**src/rtl/banked_ram_read_port.sv**
```systemverilog
// Register-file RAM (2^ADDR_W x WIDTH) with a synchronous write port and a
// registered, stallable valid/ready read port. Optional write-to-read bypass
// on a same-cycle address collision.
module banked_ram_read_port #(
    parameter int unsigned WIDTH  = 2,
    parameter int unsigned ADDR_W = 2,
    parameter int unsigned BYPASS = 1
) (
    input  logic              clk,
    input  logic              rst_n,
    input  logic              we,
    input  logic [ADDR_W-1:0] waddr,
    input  logic [WIDTH-1:0]  wdata,
    input  logic              rd_req,
    input  logic [ADDR_W-1:0] raddr,
    output logic              req_ready,
    output logic              rd_valid,
    output logic [WIDTH-1:0]  rd_data,
    input  logic              rd_ready
);

    localparam int unsigned DEPTH = 1 << ADDR_W;

    logic [WIDTH-1:0] mem_q [DEPTH];
    logic [WIDTH-1:0] mem_d [DEPTH];

    logic             rd_valid_q;
    logic             rd_valid_d;
    logic [WIDTH-1:0] rd_data_q;
    logic [WIDTH-1:0] rd_data_d;

    logic             accept_c;
    logic [WIDTH-1:0] rd_word_c;

    // Output slot is free when empty or being drained this cycle.
    assign req_ready = !rd_valid_q || rd_ready;
    assign accept_c  = rd_req && req_ready;

    // Write port next state; writes are never stalled by the read side.
    always_comb begin
        mem_d = mem_q;
        if (we) begin
            mem_d[waddr] = wdata;
        end
    end

    // Word to capture on accept, with optional same-cycle write forwarding.
    always_comb begin
        rd_word_c = mem_q[raddr];
        if ((BYPASS != 0) && we && (waddr == raddr)) begin
            rd_word_c = wdata;
        end
    end

    // Output register: load on accept, drop valid on a drain with no refill.
    always_comb begin
        rd_valid_d = rd_valid_q;
        rd_data_d  = rd_data_q;
        if (accept_c) begin
            rd_valid_d = 1'b1;
            rd_data_d  = rd_word_c;
        end else if (rd_ready) begin
            rd_valid_d = 1'b0;
        end
    end

    // Storage array state.
    always_ff @(posedge clk or negedge rst_n) begin
        if (!rst_n) begin
            for (int unsigned i = 0; i < DEPTH; i++) begin
                mem_q[i] <= '0;
            end
        end else begin
            mem_q <= mem_d;
        end
    end

    // Read output state.
    always_ff @(posedge clk or negedge rst_n) begin
        if (!rst_n) begin
            rd_valid_q <= 1'b0;
            rd_data_q  <= '0;
        end else begin
            rd_valid_q <= rd_valid_d;
            rd_data_q  <= rd_data_d;
        end
    end

    assign rd_valid = rd_valid_q;
    assign rd_data  = rd_data_q;

endmodule

```
**config.mk**
```make
export PLATFORM = sky130hd
export DESIGN_NAME = banked_ram_read_port
export DESIGN_NICKNAME = d
export VERILOG_FILES = /design/src/rtl/banked_ram_read_port.sv
export SDC_FILE = /design/constraint.sdc
export NUM_CORES = 1
export LEC_CHECK = 0
export CORE_MARGIN = 4
export CORE_UTILIZATION = 30
export CTS_BUF_LIST = sky130_fd_sc_hd__clkbuf_8
export CTS_CLUSTER_DIAMETER = 60
export CTS_CLUSTER_SIZE = 24
export DETAILED_ROUTE_END_ITERATION = 10
export GPL_ROUTABILITY_DRIVEN = 0
export GPL_TIMING_DRIVEN = 0
export PLACE_DENSITY_LB_ADDON = 0.3
export REMOVE_ABC_BUFFERS = 1
export SYNTH_ARGS = -nofsm -noshare
export SYNTH_HDL_FRONTEND = slang
export SYNTH_SLANG_ARGS = --single-unit
```
**constraint.sdc**
```tcl
create_clock -name clk -period 1.4 [get_ports clk]
set_clock_uncertainty 0.05 [all_clocks]
set_input_delay 0.21 -clock clk [delete_from_list [all_inputs] [get_ports clk]]
set_output_delay 0.21 -clock clk [all_outputs]
set_load 0.02 [all_outputs]
```
After elaboration in Yosys (flattened, before gate mapping) --
Index checks and enable logic that the tools add are counted.
Operators by class: muxes and demuxes 9, reductions and logical operators 6, magnitude comparators 3, equality and inequality tests 1, bitwise logic cells 2
Operator list (number):
- $bwmux W8 | 1
- $mux W2 | 4
- $ge A3 B3 Y1 const B | 2
- $not A2 Y3 | 2
- $bmux W2 S2 | 1
- $demux W2 S2 | 1
- $logic_and A1 B1 Y1 | 3
- $lt A3 B1 Y1 const B | 1
- $eq A2 B2 Y1 | 1
- $mux W1 | 2
- $reduce_bool A2 Y1 | 1
- $logic_not A1 Y1 | 1
- $logic_or A1 B1 Y1 | 1
Storage, ports and cells: input port bits 11, logic and storage cells 27, register bits 11

Longest topological paths before layout --
Gate-level depths: netlist of run 1.
depth in word-level cells 6, mapped depth 3

Least setup slack after synthesis of run 1 --
No wires, ideal clock.
kind register -> register, start register mem_q[5] (netlist bit), end register rd_data_q[1] (netlist: rd_data[1]), library setup time 132 ps, path buffers 0, slack 222 ps, cell stages (with the launch flop) 4, period minus slack after synthesis 1178 ps, arrival time 996 ps, cell sequence dfrtp_1 > mux4_1 > o31ai_1 > a31oi_1
Between the ends: cells in the longest elaborated chain, start to end 4
Ends and longest elaborated chain:
- start: declaration | line 24 | logic [WIDTH-1:0] mem_q [DEPTH];
- start signal: assignment | line 74 | mem_q <= mem_d;
- $bmux W2 S2 | line 49 | rd_word_c = mem_q[raddr];
- $mux W2 (implied by the code) (2 in series) | line 49
- $mux W2 | line 50 | if ((BYPASS != 0) && we && (waddr == raddr)) begin
- end signal: assignment | line 85 | rd_data_q <= rd_data_d;
- end: declaration | line 29 | logic [WIDTH-1:0] rd_data_q;
No other way between the ends. The select of a mux whose other input is x is not followed. A chain may end at the register's enable or synchronous reset.

Worst setup path in the final report of run 1 --
start input port waddr[0], end register mem_q[2] (netlist bit)
Between the ends: cells in the longest elaborated chain, start to end 6
Ends and longest elaborated chain:
- start: declaration | line 12 | input logic [ADDR_W-1:0] waddr,
- $not A2 Y3 (implied by the code) * | line 43 | mem_d[waddr] = wdata;
- $ge A3 B3 Y1 (implied by the code) / $lt A3 B1 Y1 (equally long branches) | line 43
- $logic_and A1 B1 Y1 (implied by the code) | line 43
- $mux W2 (implied by the code) | line 43
- $demux W2 S2 * | line 43
- $bwmux W8 * | line 43
Mark *: on every way between the ends. The rest lies on a longest branch, timed or not.

==> metrics.md, run 1 <==
| Metric | Value |
|---|---|
| Status | `complete, no violations` |
| Final ANT Viol Nets | `0` |
| Max_slew headroom | `67.24%` |
| Crit path DAT | `1390 ps` |
| RSZ-0062 raised after global routing | `false` |
| # IOs | `15` |
| Cts bufs inserted | `3` |
| Clock latency on the worst-skew pair | `230 ps` |
| CTS Root Cell | `clkbuf_8` |
| Gate Count Post-Synth | `41` |
| Drt drc | `0` |
| Row count | `15` |
| PwrDens | `1169 mW/mm²` |
| Synthesized cell area | `550.5 µm²` |
| Worst setup SP type | `primary input` |
| Routed WL per cell | `12.11 µm` |
| Worst path max stage delay | `630 ps` |
| Crit path cell chain | `clkdlybuf4s50_1, nand3b_1, mux2_2` |
| Share of cells above drive strength 1 | `23.73%` |
| CTS Buffer Depth | `2` |
| ANT cells | `0` |
| FF+latch count, synth | `11` |
| Total grt overflow | `0` |
| Total number of vias | `396` |
| Crit Reg-Reg Startpoint | `mem_q[2]` |
| Final Max Slew Viols | `0` |
| Core area | `0.001727 mm²` |
| Hold_buf cts | `0` |
| Synth area leader | `dfrtp_1` |
| Slowest cell on crit path | `clkdlybuf4s50_1` |
| Flop2flop setup slack | `170 ps` |
| Clock Pin Slew Worst Setup and Hold Paths | `50 ps` |
| Leak pwr | `0.3289 nW` |
| Maxcap violations | `0` |
| Drt first pass iters | `2` |
| Register area share after synthesis | `50.00%` |
| Worst setup path start | `waddr[0]` |
| Pin count of the biggest net entering global routing | `12` |
| Drt total wl | `1017 µm` |
| Fin nets | `71` |
| First-pass GRT wire length | `1683 µm` |
| Setup bufs post-CTS | `0` |
| Worst Setup End Kind | `flip-flop` |
| WS Path Type | `in -> reg` |
| Horiz. Die Dim | `50.84 µm` |
| Die Height | `50.84 µm` |
| Fmax | `0.7551 GHz` |
| Unique masters post-synth | `15` |
| Worst R2R End | `rd_data[0]` |
| Area growth, synth to finish | `42.50%` |
| Worst IR drop on VDD | `0.0005452 V` |
| Number of global-route vias before repair | `378` |
| Setup crit end | `mem_q[2]` |
| Vias per Instance | `4.714` |
| CTS tree | `yes` |
| Final setup violating endpoints | `0` |
| Detailed placement HPWL | `812.6 µm` |
| PortBufs | `14` |
| Hold Vio Cnt, Final | `0` |
| HP Class | `in -> async` |
| Initial Utilization | `31.88%` |
| Initial antenna violation count | `0` |
| Die area | `0.002584 mm²` |
| Setup TNS Final | `0 ps` |
| Fin util | `45.43%` |
| Fin crit share | `94.60%` |
| Synth area leaders | `dfrtp_1, mux2_2, mux4_1` |
| CP max FO | `6` |
| Syn_area_per_cell | `13.43 µm²` |
| Initial DRC Count | `4` |
| Most frequent cells in the layout | `dfrtp_1, mux2_2, clkdlybuf4s50_1` |
| Most common cell after layout, fill and taps aside | `dfrtp_1` |
| CTS sink count | `11` |
| FF-to-FF path depth | `3` |
| Top-area cell type share of the netlist area | `50.00%` |
| Tmin final | `1324 ps` |
| H-tree levels | `1` |
| Yosys warns | `0` |
| Tot GR Track Use | `9.491%` |
| Post-CTS Resized | `8` |
| CP required | `1470 ps` |
| Tightest Pin Transition | `489.9 ps` |
synth_stat cells (all sizes together):
cell type  number
a21oi           2
a31oi           2
and2            1
dfrtp          11
inv             1
mux2            8
mux4            2
nand2b          2
nand3           1
nand3b          2
nand4           2
nor3            1
o31ai           2
xnor2           2
xor2            2
worst min path at each step:
stage,start,to,cells past startpoint
3_5_place_dp,mem_q[5],mem_q[5],1
2_1_floorplan,rst_n,mem_q[0],0
5_1_grt,rst_n,mem_q[7],1
3_3_place_gp,mem_q[0],mem_q[0],1
6_report,rst_n,rd_data[0],1
4_1_cts,rst_n,rd_valid,1
critical path: cells and delay by family:
family | cells | cell delay (ps)
muxes | 1 | 350
and+or+nand+nor | 1 | 200
buffers and inverters | 1 | 630
sequential cells by signal, indices dropped and copies added (netlist names):
signal    cells
rd_data       2
mem_q         8
rd_valid      1
routing by layer:
metal  track usage, %  wire, µm  vias to the layer above
li1                 -         -                      198
met1            10.85       425                      179
met2            12.83       455                       15
met3            5.831       102                        4
met4            6.726        34                        0
met5                0         0                        -
logic make-up (layout without fill, tap and decap cells):
logic type,count (synthesis),after routing,synth area share [%]
DFF,11,11,50.00
xor gates and xnor gates,4,4,6.365
muxes,10,10,25.91
buffers and inverters,1,19,0.6812
AOI/OAI and AO/OA,6,6,6.817
and+or+nand+nor,9,9,10.22
report_power, final:
part	leakage, nW	total (W)	switching, W	internal [W]
Combinational	0.174	0.000210	0.0000910	0.000119
Clock	0.0269	0.000302	0.000111	0.000192
Sequential	0.128	0.000404	0.0000261	0.000378
Total	0.329	0.000917	0.000228	0.000689
layout make-up:
type,count,area [µm²]
fill,172,942.2
multi-input combinational,29,290.3
sequential,11,275.3
timing repair buffer,14,138.9
clock buffer,3,41.29
tap,25,31.28
clock inverter,1,3.754
inverter,1,3.754
metrics by stage:
step / instance area [µm²] / instances / power (W) / setup slack (ps) / hold WS, ps
2_1_floorplan: 550.5 / 41 / 0.0005287 / 222.4 / -135.6
3_5_place_dp: 721.9 / 80 / 0.0006313 / -355.8 / 441.1
5_1_grt: 784.5 / 84 / 0.0009799 / 48.56 / 292.3
3_3_place_gp: 721.9 / 80 / 0.0006262 / -359.0 / 431.0
4_1_cts: 768.2 / 84 / 0.0009342 / 12.21 / 274.5
6_report: 784.5 / 84 / 0.0009170 / 75.66 / 257.7
No activity file was read; power rests on OpenSTA's default activity.
==> run 2: changes to the inputs <==
--- a/config.mk
+++ b/config.mk
@@ -5,7 +5,8 @@
 export SDC_FILE = /design/constraint.sdc
 export NUM_CORES = 1
 export LEC_CHECK = 0
-export CORE_MARGIN = 4
+export ABC_AREA = 1
+export CORE_MARGIN = 2
 export CORE_UTILIZATION = 30
 export CTS_BUF_LIST = sky130_fd_sc_hd__clkbuf_8
 export CTS_CLUSTER_DIAMETER = 60
==> run 2 against run 1 <==
Total power down 3.2%. Via count is 29% higher. Largest power group unchanged. Worst setup slack improved by 83 ps. Synthesized cell count rose by 85%. First-iteration DRC count rose to 3.3 times the previous value. Cell area fell by 2.9%.
==> metrics.md, run 2 <==
| Metric | Value |
|---|---|
| Hold Vio Cnt, Final | `0 (unchanged)` |
| Most frequent cells in the layout | `nand2_1, nand3_1, dfrtp_1` |
| Total grt overflow | `0 (unchanged)` |
| Clock Pin Slew Worst Setup and Hold Paths | `50 ps (about the same)` |
| ANT cells | `0 (unchanged)` |
| Top-area cell type share of the netlist area | `49.66% (-0.34 points)` |
| Cell Int Power | `0.0006453 W (-6.4%)` |
| Unique masters post-synth | `9 (-6)` |
| CTS sink count | `11 (unchanged)` |
| Core area | `0.001727 mm² (unchanged)` |
| Setup TNS Final | `0 ps (unchanged)` |
| Tightest Pin Transition | `498.4 ps (+8.454 ps)` |
| Clock latency on the worst-skew pair | `230 ps (about the same)` |
| Detailed placement HPWL | `934.9 µm (+15%)` |
| H-tree levels | `1 (unchanged)` |
| Hold_ws | `261.5 ps (+3.782 ps)` |
| HP Class | `in -> async` |
| Maxcap violations | `0 (unchanged)` |
| Initial antenna violation count | `0 (unchanged)` |
| RSZ-0062 raised after global routing | `false` |
| Initial Utilization | `32.10% (+0.22 points)` |
| Post-Place Cells | `115 (+44%)` |
| CTS Buffer Depth | `2 (unchanged)` |
| Slowest cell on crit path | `clkdlybuf4s50_1` |
| Post-synth top flop | `dfrtp_1` |
| Crit path DAT | `1310 ps (-80 ps)` |
| Final ANT Viol Nets | `0 (unchanged)` |
| Initial DRC Count | `13 (+9)` |
| PortBufs | `14 (unchanged)` |
| # IOs | `15 (unchanged)` |
| Synthesized cell area | `554.3 µm² (+0.68%)` |
| Most frequent cell after synthesis | `nand2_1` |
| Horiz. Die Dim | `46.99 µm (-7.6%)` |
| WS Path Type | `in -> reg` |
| Status | `complete, no violations` |
| Vias per Instance | `4.303 (-8.7%)` |
| Sw Pwr | `0.0002425 W (+6.4%)` |
| Reg with most FFs | `mem_q` |
| Cts bufs inserted | `3 (unchanged)` |
| Clock power share | `33.9% (+0.9 points)` |
| Combinational share of power | `21.3% (-1.6 points)` |
| Total number of vias | `512 (+29%)` |
| Fin nets | `106 (+49%)` |
| Top cells by count, synth | `nand2_1, nand3_1, dfrtp_1` |
| CP required | `1470 ps (about the same)` |
| Yosys warns | `0 (unchanged)` |
| Fmax | `0.8053 GHz (+6.7%)` |
| Max reg flops | `8 (unchanged)` |
| Worst path max stage delay | `560 ps (-70 ps)` |
| Max_slew headroom | `66.67% (-0.57 points)` |
| Setup bufs post-CTS | `0 (unchanged)` |
| Tmin final | `1242 ps (-82.58 ps)` |
| Switching share of total power | `27.31% (+2.5 points)` |
| Worst setup SP type | `primary input` |
| Synth area leaders | `dfrtp_1, nand2_1, nand3_1` |
| First-pass GRT wire length | `2021 µm (+20%)` |
| Share of cells above drive strength 1 | `8.511% (-15 points)` |
| Worst Setup End Kind | `flip-flop` |
| Number of synthesized flops with an enable pin | `0 (unchanged)` |
| Most common cell after layout, fill and taps aside | `nand2_1` |
| PwrDens | `1165 mW/mm² (-0.32%)` |
| Leak pwr | `0.3907 nW (+19%)` |
| Worst IR drop on VDD | `0.0005331 V (-2.2%)` |
| Die Height | `46.99 µm (-7.6%)` |
| CP max FO | `7 (+1)` |
| Reg power frac | `44.8% (+0.7 points)` |
| Fillers | `180 (+4.7%)` |
| Number of global-route vias before repair | `479 (+27%)` |
| Final Max Slew Viols | `0 (unchanged)` |
| CTS tree | `yes` |
| Gate Count Post-Synth | `76 (+85%)` |
| FF+latch count, synth | `11 (unchanged)` |
| Die area | `0.002208 mm² (-15%)` |
| CTS Root Cell | `clkbuf_8` |
| Async set-reset flop share out of synthesis | `100.0% (unchanged)` |
| Syn_area_per_cell | `7.293 µm² (-46%)` |
| Register area share after synthesis | `49.66% (-0.34 points)` |
| Fin crit share | `88.70% (-5.9 points)` |
| Tot GR Track Use | `13.63% (+4.1 points)` |
| Drt first pass iters | `4 (+2)` |
| Routed WL per cell | `9.908 µm (-18%)` |
| Row count | `15 (unchanged)` |
| Finished Layout Cells | `119 (+42%)` |
| Area growth, synth to finish | `37.47%` |
| Drt drc | `0 (unchanged)` |
| Drt total wl | `1179 µm (+16%)` |
| Crit path cell chain | `clkdlybuf4s50_1, inv_2, nor2_2, inv_1, nand3_1, nand2_1, nand3_1, nand2_1` |
| Final setup violating endpoints | `0 (unchanged)` |
| Tot Pwr | `0.0008878 W (-3.2%)` |
| Pin count of the biggest net entering global routing | `12 (unchanged)` |
| Synth area leader | `dfrtp_1` |
-- run 2: cell families (layout without fill, tap and decap cells) --
group	count (synthesis)	after routing	synth area share (%)
AOI/OAI and AO/OA	9	9	8.579
DFF	11	11	49.66
buffers and inverters	9	27	6.096
and+or+nand+nor	47	47	35.67
-- run 2: through the flow --
stage               cell area [µm²]  utilization [%]  setup slack [ps]
floorplan                     554.3                -             271.3
global placement              725.7            42.03            -244.2
finish                        762.0            44.13             158.2
CTS                           765.7            44.35             19.83
detailed placement            725.7            42.03            -252.5
global route                  762.0            44.13             68.25
-- run 2: layer usage --
metal,up-vias,global-route usage [%],part of all wire (%)
met3,2,3.846,3.8
li1,276,-,-
met2,7,20.27,46
met1,227,16.75,48
met4,0,10.00,1.8
met5,-,0,0
-- run 2: cell type report --
class | instances | area (µm²) | area share (%)
Inverter | 9 | 33.78 | 4.433
Clock buffer | 3 | 41.29 | 5.419
Multi-Input combinational cell | 56 | 245.2 | 32.18
Timing Repair Buffer | 14 | 131.4 | 17.24
Sequential cell | 11 | 275.3 | 36.12
Tap cell | 25 | 31.28 | 4.105
Clock inverter | 1 | 3.754 | 0.4926
-- run 2: final timing paths --
check	startpoint	to	slack, ps	depth (start not counted)
max in group asynchronous	rst_n	rd_data[1]	700	1
setup reg to reg	mem_q[0]	rd_data[0]	490	6
min in group clk	rd_data[0]	rd_data[0]	430	2
hold reg to reg	rd_data[0]	rd_data[0]	430	2
hold / removal	rst_n	mem_q[0]	260	1
setup / recovery	raddr[0]	rd_data[0]	160	8
-- run 2: power by group through the flow --
| stage | Clock, W | Combinational [W] | Sequential [W] |
|---|---|---|---|
| 2_1_floorplan | 0 | 0.0000940 | 0.000415 |
| 3_3_place_gp | 0 | 0.000204 | 0.000400 |
| 3_5_place_dp | 0 | 0.000205 | 0.000403 |
| 4_1_cts | 0.000314 | 0.000193 | 0.000397 |
| 5_1_grt | 0.000332 | 0.000217 | 0.000403 |
| 6_report | 0.000301 | 0.000189 | 0.000397 |
-- run 2: timing repair --
action,CTS,global route
gates resized for setup,4,2
gates cloned,0,0
endpoints found under the setup margin,4,1
hold buffers,0,0
-- run 2: critical path, delay by kind of cell --
family                 cells  cell delay [ps]
AND/OR/NAND/NOR            5              390
buffers and inverters      3              710
==> run 3: changes to the inputs <==
--- a/config.mk
+++ b/config.mk
@@ -9,11 +9,9 @@
 export CORE_MARGIN = 2
 export CORE_UTILIZATION = 30
 export CTS_BUF_LIST = sky130_fd_sc_hd__clkbuf_8
-export CTS_CLUSTER_DIAMETER = 60
 export CTS_CLUSTER_SIZE = 24
 export DETAILED_ROUTE_END_ITERATION = 10
 export GPL_ROUTABILITY_DRIVEN = 0
-export GPL_TIMING_DRIVEN = 0
 export PLACE_DENSITY_LB_ADDON = 0.3
 export REMOVE_ABC_BUFFERS = 1
 export SYNTH_ARGS = -nofsm -noshare
==> run 3 against run 2 <==
Cell area rose by 4.4%. Die area did not move. Clock power down 3%. Sequential power about the same. Final cell count increased by 3.4%. Non-clock buffer count is 4 higher. Combinational power rose by 6%.
==> metrics.md, run 3 (synthesis gave the netlist of run 2 again) <==
| Metric | Value |
|---|---|
| Status | `complete, no violations` |
| Cts bufs inserted | `3 (unchanged)` |
| Clock latency on the worst-skew pair | `230 ps (about the same)` |
| Die Height | `46.99 µm (unchanged)` |
| Max reg flops | `8 (unchanged)` |
| CTS Root Cell | `clkbuf_8` |
| Setup bufs post-CTS | `0 (unchanged)` |
| Fillers | `181 (+0.56%)` |
| Flop2flop setup slack | `420 ps (-70 ps)` |
| CTS Buffer Depth | `2 (unchanged)` |
| Hold_ws | `257.0 ps (-4.460 ps)` |
| Area growth, synth to finish | `43.57%` |
| Worst setup SP type | `primary input` |
| Leak pwr | `0.4096 nW (+4.8%)` |
| Maxcap violations | `0 (unchanged)` |
| Worst IR drop on VDD | `0.0007961 V (+49%)` |
| RSZ-0062 raised after global routing | `false` |
| Pin count of the biggest net entering global routing | `12 (unchanged)` |
| CTS sink count | `11 (unchanged)` |
| WS Path Type | `in -> out` |
| Final ANT Viol Nets | `0 (unchanged)` |
| Clock Pin Slew Worst Setup and Hold Paths | `50 ps (about the same)` |
| Most common cell after layout, fill and taps aside | `nand2_1` |
| Met3 WL | `46 µm (+2.2%)` |
| CP required | `1140 ps (-330 ps)` |
| Routed length on met1 | `552 µm (-2.6%)` |
| Top sig layer | `met4` |
| Vias per Instance | `4.358 (+1.3%)` |
| Die area | `0.002208 mm² (unchanged)` |
| Final instance area | `795.8 µm² (+4.4%)` |
| Detailed placement HPWL | `936.6 µm (+0.18%)` |
| PwrDens | `1118 mW/mm² (-4.0%)` |
| Fin crit share | `97.14% (+8.4 points)` |
| Row count | `15 (unchanged)` |
| Worst Setup End Kind | `primary output` |
| Slowest cell on crit path | `clkdlybuf4s50_1` |
| Fin nets | `110 (+3.8%)` |
| Tot GR Track Use | `13.72% (+0.086 points)` |
| First-pass GRT wire length | `2049 µm (+1.4%)` |
| CP max FO | `2 (-5)` |
| Tmin final | `1360 ps (+118.2 ps)` |
| Horiz. Die Dim | `46.99 µm (unchanged)` |
| PortBufs | `14 (unchanged)` |
| Routed WL per cell | `9.496 µm (-4.2%)` |
| Hold Vio Cnt, Final | `0 (unchanged)` |
| Drt first pass iters | `4 (unchanged)` |
| Share of cells above drive strength 1 | `11.22% (+2.7 points)` |
| Area occupied by multi-input gates | `245.2 µm² (unchanged)` |
| Core area | `0.001727 mm² (unchanged)` |
| H-tree levels | `1 (unchanged)` |
| ANT cells | `0 (unchanged)` |
| Crit path cell chain | `clkdlybuf4s50_1, inv_1, nand2_1, dlygate4sd2_1` |
| Initial antenna violation count | `0 (unchanged)` |
| Initial DRC Count | `19 (+6)` |
| Initial Utilization | `32.10% (unchanged)` |
| Drt total wl | `1168 µm (-0.93%)` |
| Most frequent cells in the layout | `nand2_1, nand3_1, dfrtp_1` |
| Total number of vias | `536 (+4.7%)` |
| Final setup violating endpoints | `0 (unchanged)` |
| HP Class | `in -> async` |
| Hold_buf cts | `0 (unchanged)` |
| Register area | `275.3 µm² (unchanged)` |
| Tightest Pin Transition | `472.7 ps (-25.65 ps)` |
| Met2 wire length | `550 µm (+0.92%)` |
| Crit path DAT | `1100 ps (-210 ps)` |
| CTS tree | `yes` |
| Total grt overflow | `0 (unchanged)` |
| Worst path max stage delay | `460 ps (-100 ps)` |
| Drt drc | `0 (unchanged)` |
| Fmax | `0.7353 GHz (-8.7%)` |
| Cell Area, Placed | `755.7 µm² (+4.1%)` |
| Reg with most FFs | `mem_q` |
| Final Max Slew Viols | `0 (unchanged)` |
| Max_slew headroom | `68.39% (+1.7 points)` |
| Number of global-route vias before repair | `503 (+5.0%)` |
| # IOs | `15 (unchanged)` |
## run 3: routing by layer
| layer | global-route usage [%] | vias to the layer above |
|---|---|---|
| met4 | 10.00 | 0 |
| li1 | - | 286 |
| met5 | 0 | - |
| met3 | 2.308 | 2 |
| met2 | 20.82 | 7 |
| met1 | 17.55 | 241 |
## run 3: area by class of cell
type                    instances  area share (%)
multi-input cells              56           30.82
clock buffers                   3           5.189
flip-flops and latches         11           34.59
repair buffers                 18           20.75
well taps                      25           3.931
clock inverters                 1          0.4717
inverters                       9           4.245
## run 3: timing repair
action                                  in CTS  in global routing
endpoints found under the setup margin       4                  0
gates resized for setup                      4                  0
hold endpoints to repair                     0                  0
## run 3: worst paths after layout
kind | to | depth (start not counted) | start
min in group clk | rd_data[1] | 2 | rd_data[1]
max reg2reg | rd_data[1] | 6 | rd_valid
max in group asynchronous | rd_data[0] | 1 | rst_n
min | mem_q[1] | 1 | rst_n
min reg2reg | rd_data[1] | 2 | rd_data[1]
max | req_ready | 4 | rd_ready
## run 3: worst max-delay path, delay by kind of cell
family | cells | cell delay (ps)
buf+inv | 3 | 840
simple gates | 1 | 60
## run 3: power breakdown
part	total [W]	switching, W	leakage (nW)	internal [W]
Sequential	0.000396	0.0000253	0.136	0.000370
Combinational	0.000201	0.000109	0.247	0.0000921
Clock	0.000293	0.000102	0.0269	0.000191
## run 3: stage by stage
step | util, % | worst slack (ps) | TNS, ps | power (W) | instances
finish | 46.09 | 40.03 | 0 | 0.0008899 | 123
global route | 46.09 | 3.088 | 0 | 0.0009618 | 123
floorplan | - | 271.3 | 0 | 0.0005090 | 76
CTS | 46.09 | 29.54 | 0 | 0.0009071 | 123
detailed placement | 43.77 | -237.3 | -253.2 | 0.0006177 | 119
global placement | 43.77 | -218.8 | -218.8 | 0.0006140 | 119
